### config.mk
export PLATFORM = sky130hd
export DESIGN_NAME = fetch_stage
export DESIGN_NICKNAME = d
export VERILOG_FILES = /design/src/rtl/arm_pkg.sv /design/src/rtl/if_id_reg.sv /design/src/rtl/fetch_stage.sv
export SDC_FILE = /design/constraint.sdc
export NUM_CORES = 1
export LEC_CHECK = 0
export BUFFER_PORTS_ARGS = -buffer_cell sky130_fd_sc_hd__buf_2
export CAP_MARGIN = 30
export CELL_PAD_IN_SITES_DETAIL_PLACEMENT = 1
export CELL_PAD_IN_SITES_GLOBAL_PLACEMENT = 2
export CORE_MARGIN = 2
export CORE_UTILIZATION = 30
export CTS_BUF_LIST = sky130_fd_sc_hd__clkbuf_4
export CTS_CLUSTER_SIZE = 14
export DETAILED_ROUTE_END_ITERATION = 10
export GPL_ROUTABILITY_DRIVEN = 0
export GPL_TIMING_DRIVEN = 0
export PLACE_DENSITY_LB_ADDON = 0.1
export SYNTH_ARGS = -nofsm -noshare
export SYNTH_HDL_FRONTEND = slang
export SYNTH_SLANG_ARGS = --single-unit
### constraint.sdc
create_clock -name clk -period 3.1 [get_ports clk]
set_input_delay 0.465 -clock clk [delete_from_list [all_inputs] [get_ports clk]]
set_output_delay 0.465 -clock clk [all_outputs]
set_load 0.005 [all_outputs]
### src/rtl/arm_pkg.sv
// Shared ARM pipeline types and constants used by the fetch stage and later stages.
package arm_pkg;

    localparam int unsigned WORD_W      = 32;
    localparam int unsigned INSTR_BYTES = 4;

    typedef logic [WORD_W-1:0] word_t;

    // MOV r0,r0: the bubble instruction placed in pipeline registers
    localparam word_t ARM_NOP = 32'hE1A0_0000;

    typedef struct packed {
        logic  valid;
        word_t pc;
        word_t instr;
    } if_id_t;

endpackage

### src/rtl/if_id_reg.sv
// IF/ID pipeline register with reset, flush, freeze and load controls.
module if_id_reg
    import arm_pkg::*;
#(
    parameter word_t NOP_INSTR = ARM_NOP
) (
    input  logic   clk,
    input  logic   rst,
    input  logic   flush,
    input  logic   freeze,
    input  logic   load,
    input  if_id_t d,
    output if_id_t q
);

    // Priority: rst/flush insert a bubble, freeze holds, load captures
    always_ff @(posedge clk) begin
        if (rst || flush) begin
            q.valid <= 1'b0;
            q.pc    <= '0;
            q.instr <= NOP_INSTR;
        end else if (!freeze && load) begin
            q <= d;
        end
    end

endmodule

### src/rtl/fetch_stage.sv
// Instruction-fetch stage: PC register, next-PC selection, IF/ID capture and perf counters.
module fetch_stage
    import arm_pkg::*;
#(
    parameter word_t       PC_RESET  = 32'h0000_0000,
    parameter word_t       NOP_INSTR = ARM_NOP,
    parameter int unsigned CNT_W     = 32
) (
    input  logic             clk,
    input  logic             rst,
    input  logic             freeze,
    input  logic             branch_taken,
    input  logic [31:0]      branch_addr,
    output logic [31:0]      imem_addr,
    input  logic [31:0]      imem_rdata,
    output logic             if_id_valid,
    output logic [31:0]      if_id_pc,
    output logic [31:0]      if_id_instr,
    output logic [CNT_W-1:0] fetch_count,
    output logic [CNT_W-1:0] stall_count
);

    localparam word_t PC_STEP    = word_t'(INSTR_BYTES);
    localparam word_t ALIGN_MASK = ~word_t'(INSTR_BYTES - 1);

    word_t  pc;
    word_t  pc_inc_c;
    if_id_t cap_c;
    if_id_t if_id_q;
    logic   advance_c;
    logic   stall_c;

    assign pc_inc_c  = pc + PC_STEP;
    assign advance_c = !branch_taken && !freeze;
    assign stall_c   = !branch_taken && freeze;
    assign imem_addr = pc;

    always_comb begin
        cap_c       = '0;
        cap_c.valid = 1'b1;
        cap_c.pc    = pc_inc_c;
        cap_c.instr = imem_rdata;
    end

    // Branch beats freeze; target low bits are dropped to keep pc word-aligned
    always_ff @(posedge clk) begin
        if (rst) begin
            pc <= PC_RESET & ALIGN_MASK;
        end else if (branch_taken) begin
            pc <= branch_addr & ALIGN_MASK;
        end else if (!freeze) begin
            pc <= pc_inc_c;
        end
    end

    always_ff @(posedge clk) begin
        if (rst) begin
            fetch_count <= '0;
            stall_count <= '0;
        end else begin
            if (advance_c) begin
                fetch_count <= fetch_count + CNT_W'(1);
            end
            if (stall_c) begin
                stall_count <= stall_count + CNT_W'(1);
            end
        end
    end

    if_id_reg #(
        .NOP_INSTR(NOP_INSTR)
    ) u_if_id_reg (
        .clk   (clk),
        .rst   (rst),
        .flush (branch_taken),
        .freeze(freeze),
        .load  (1'b1),
        .d     (cap_c),
        .q     (if_id_q)
    );

    assign if_id_valid = if_id_q.valid;
    assign if_id_pc    = if_id_q.pc;
    assign if_id_instr = if_id_q.instr;

endmodule

==> results.ini <==
[clock_network]
clk_path_buf_depth = 2
post_cts_buffers = 0
post_cts_resized = 0
cts.htree.levels = 4
clkSinkCount = 157
cts_hold_buf = 0
insertion_delay_ns = 0.59
cts.reportedPaths.clkPinSlew_ns = 0.16
cts_buffers = 17
cts_tree = done
cts_root_buf = clkbuf_4

[synth]
synthMuxAreaShare_pct = 5.17
yosysTopAreaCell = dfxtp_1
synth_top_family_by_area = simple AND/OR/NAND/NOR gates
synth-xor-area-share_pct = 4.80
synth_cell_types = 49
ys_ff_latch = 157
async_flop_share_pct = 0
synth_seq_area_share_pct = 42.0
synth.area.top_cells = dfxtp_1 42%, nor2_1 4.9%, mux2i_1 4.4%
synth_warnings = 0
synth_enable_flop_cells = 0
postSynthCellCount = 882
yosys.area_share.simple_pct = 26.0
netlist_area_um2 = 7470
synth_top_area_share_pct = 42.0
synth-adder-area-share_pct = 0.502
synthFlopType = dfxtp_1
syn_avg_cell_area_um2 = 8.47
synth_compound_area_share_pct = 16.5

[floorplanning]
die_h_um = 162
dieArea_um2 = 26200
fp.dieW_um = 162
start_util_pct = 30.6
core_um2 = 24400
io_pins = 229
fp-row-count = 57

[timing]
hold_violations = 0
min_period_over_period_pct = 87.7
setup_ws_ns = 0.382
worst_slew_pin_slew_ns = 0.800
fin_setup_tns_ns = 0
fin_skew_ns = 0.0327
max_freq_mhz = 368
setup_viol = 0
fin_crit_ns = 2.72
rsz0062_at_grt = no
slew_headroom_pct = 46.2
drv_slew = 0

[power_and_ir_drop]
powerDensity_nw_per_um2 = 416
p_total_mw = 3.87
leakage_nw = 3.63
peakVddDrop_mv = 0.199

[cells_and_area]
finalCoreUtilization_pct = 38.1
finalInstanceArea_um2 = 9290
final_cell_mix = 223 x buf_2, 157 x dfxtp_1, 97 x nor2_1
final_common_cell = buf_2
area_growth_pct = 24.3
layout-drive-gt1-share_pct = 23.8
nets = 1198

[placement]
dp_hpwl_mm = 20.6
pre_cts_slack_ns = 0.231
placed_cell_area_um2 = 9010
portBuffers = 222

[global_routing]
antenna_found_initial = 1
grt_pass1_vias = 7616
gr-usage-all-layers_pct = 20.8
grt_max_degree = 17
grt_remaining_overflow = 0
grt_pass1_wl_mm = 42.9

[detailed_routing]
drt_iter0_markers = 340
firstDrtPassIters = 5
wl_per_cell_um = 18.9
wirelength_mm = 27.8
postRouteAntennaNets = 0
drc = 0
vias = 7667
vias_per_cell = 5.23

[hold_path]
hold_class = in -> reg

[critical_path]
slowest_delay_ns = 0.51
cp_cell_sequence = clkbuf_1, nand4_1, or3_1, clkbuf_1, clkbuf_1, o31ai_1, a311oi_1
crit_path_end_kind = flop
start_kind = flop
cp.depth = 7
regToRegEndpoint = imem_addr[25]$_SDFFE_PP0N_
worst_r2r_path_depth = 7
arrival_ns = 3.17
startpoint = imem_addr[11]$_SDFFE_PP0N_
crit_family = simple AND/OR/NAND/NOR gates
reg2reg_slack_ns = 0.38
r2r-start = imem_addr[11]$_SDFFE_PP0N_
crit_required_ns = 3.55
critical_path.most_common_cell = clkbuf_1
path_max_fanout = 10
cpMaxStageDelayCell = or3_1
path_class = reg -> reg
path_buf_inv = 3
setup.worst_path.end = imem_addr[25]$_SDFFE_PP0N_

[status]
outcome = finished, final reports clean

[job]
maxCapViolCount = 0

final cells by class:
cell class                 instances  area (um2)
antenna                            2        5.00
buffer                            72         302
clock buffer                      17         128
clock inverter                    15         150
fill                            3047       15100
inverter                          18        67.6
multi-input combinational        638        3970
sequential                       157        3140
tap                              324         405
timing repair buffer             223        1120
stage by stage:
step,hold slack [ns],cells
2_1_floorplan,0.451,885
3_3_place_gp,0.434,1431
3_5_place_dp,0.441,1432
4_1_cts,0.0269,1464
5_1_grt,0.0336,1466
6_report,0.0764,1466
cell families (layout without fill, tap and decap cells):
| family | after synthesis | after routing |
|---|---|---|
| simple gates | 358 | 358 |
| buf+inv | 90 | 345 |
| fa+ha+maj | 3 | 3 |
| flops | 157 | 157 |
| xor+xnor | 41 | 41 |
| mux | 38 | 38 |
| other cells | 1 | 6 |
| compound gates | 194 | 194 |
Yosys cell counts, types with 17 or more instances:
| library cell | number |
|---|---|
| a21oi_1 | 54 |
| a311oi_1 | 17 |
| clkbuf_1 | 60 |
| dfxtp_1 | 157 |
| inv_1 | 17 |
| mux2i_1 | 33 |
| nand2_1 | 49 |
| nand3_1 | 29 |
| nand4_1 | 34 |
| nor2_1 | 97 |
| o21ai_0 | 44 |
| o31ai_1 | 39 |
| or3_1 | 26 |
| or4_1 | 40 |
| xnor2_1 | 25 |
state kept, by name, indices dropped and copies added (netlist names):
name,flops
imem_addr,30
stall_count,32
u_if_id_reg.q,63
fetch_count,32
power by group:
part	total, mW	switching, mW	internal (mW)
sequential	2.14	0.0649	2.08
clock	1.32	0.890	0.428
combinational	0.407	0.239	0.168
total	3.87	1.19	2.67
worst reg2reg max path: stages, from the launching register on:
cell and delay [ns]:
dfxtp_1 0.36, clkbuf_1 0.30, nand4_1 0.42, or3_1 0.51
clkbuf_1 0.25, clkbuf_1 0.30, o31ai_1 0.33, a311oi_1 0.13
worst min-delay path by stage:
stage | startpoint | end | slack [ns] | cells after the start
final | imem_rdata[31] | u_if_id_reg.q[31]$_SDFFE_PP1N_ | 0.08 | 3
after global routing | imem_rdata[29] | u_if_id_reg.q[29]$_SDFFE_PP1N_ | 0.03 | 3
after CTS | imem_rdata[29] | u_if_id_reg.q[29]$_SDFFE_PP1N_ | 0.03 | 3
after detailed placement | u_if_id_reg.q[64]$_SDFFE_PP0N_ | u_if_id_reg.q[64]$_SDFFE_PP0N_ | 0.44 | 1
after global placement | u_if_id_reg.q[64]$_SDFFE_PP0N_ | u_if_id_reg.q[64]$_SDFFE_PP0N_ | 0.43 | 1
after floorplan | u_if_id_reg.q[64]$_SDFFE_PP0N_ | u_if_id_reg.q[64]$_SDFFE_PP0N_ | 0.45 | 1
layer usage:
| metal | global-route usage, % | wire length, um | vias up |
|---|---|---|---|
| li1 | - | - | 3752 |
| met1 | 27.8 | 12900 | 3724 |
| met2 | 35.3 | 13400 | 169 |
| met3 | 3.58 | 1190 | 22 |
| met4 | 4.26 | 316 | 0 |
| met5 | 0 | 0 | - |
No activity file was read; power rests on OpenSTA's default activity.
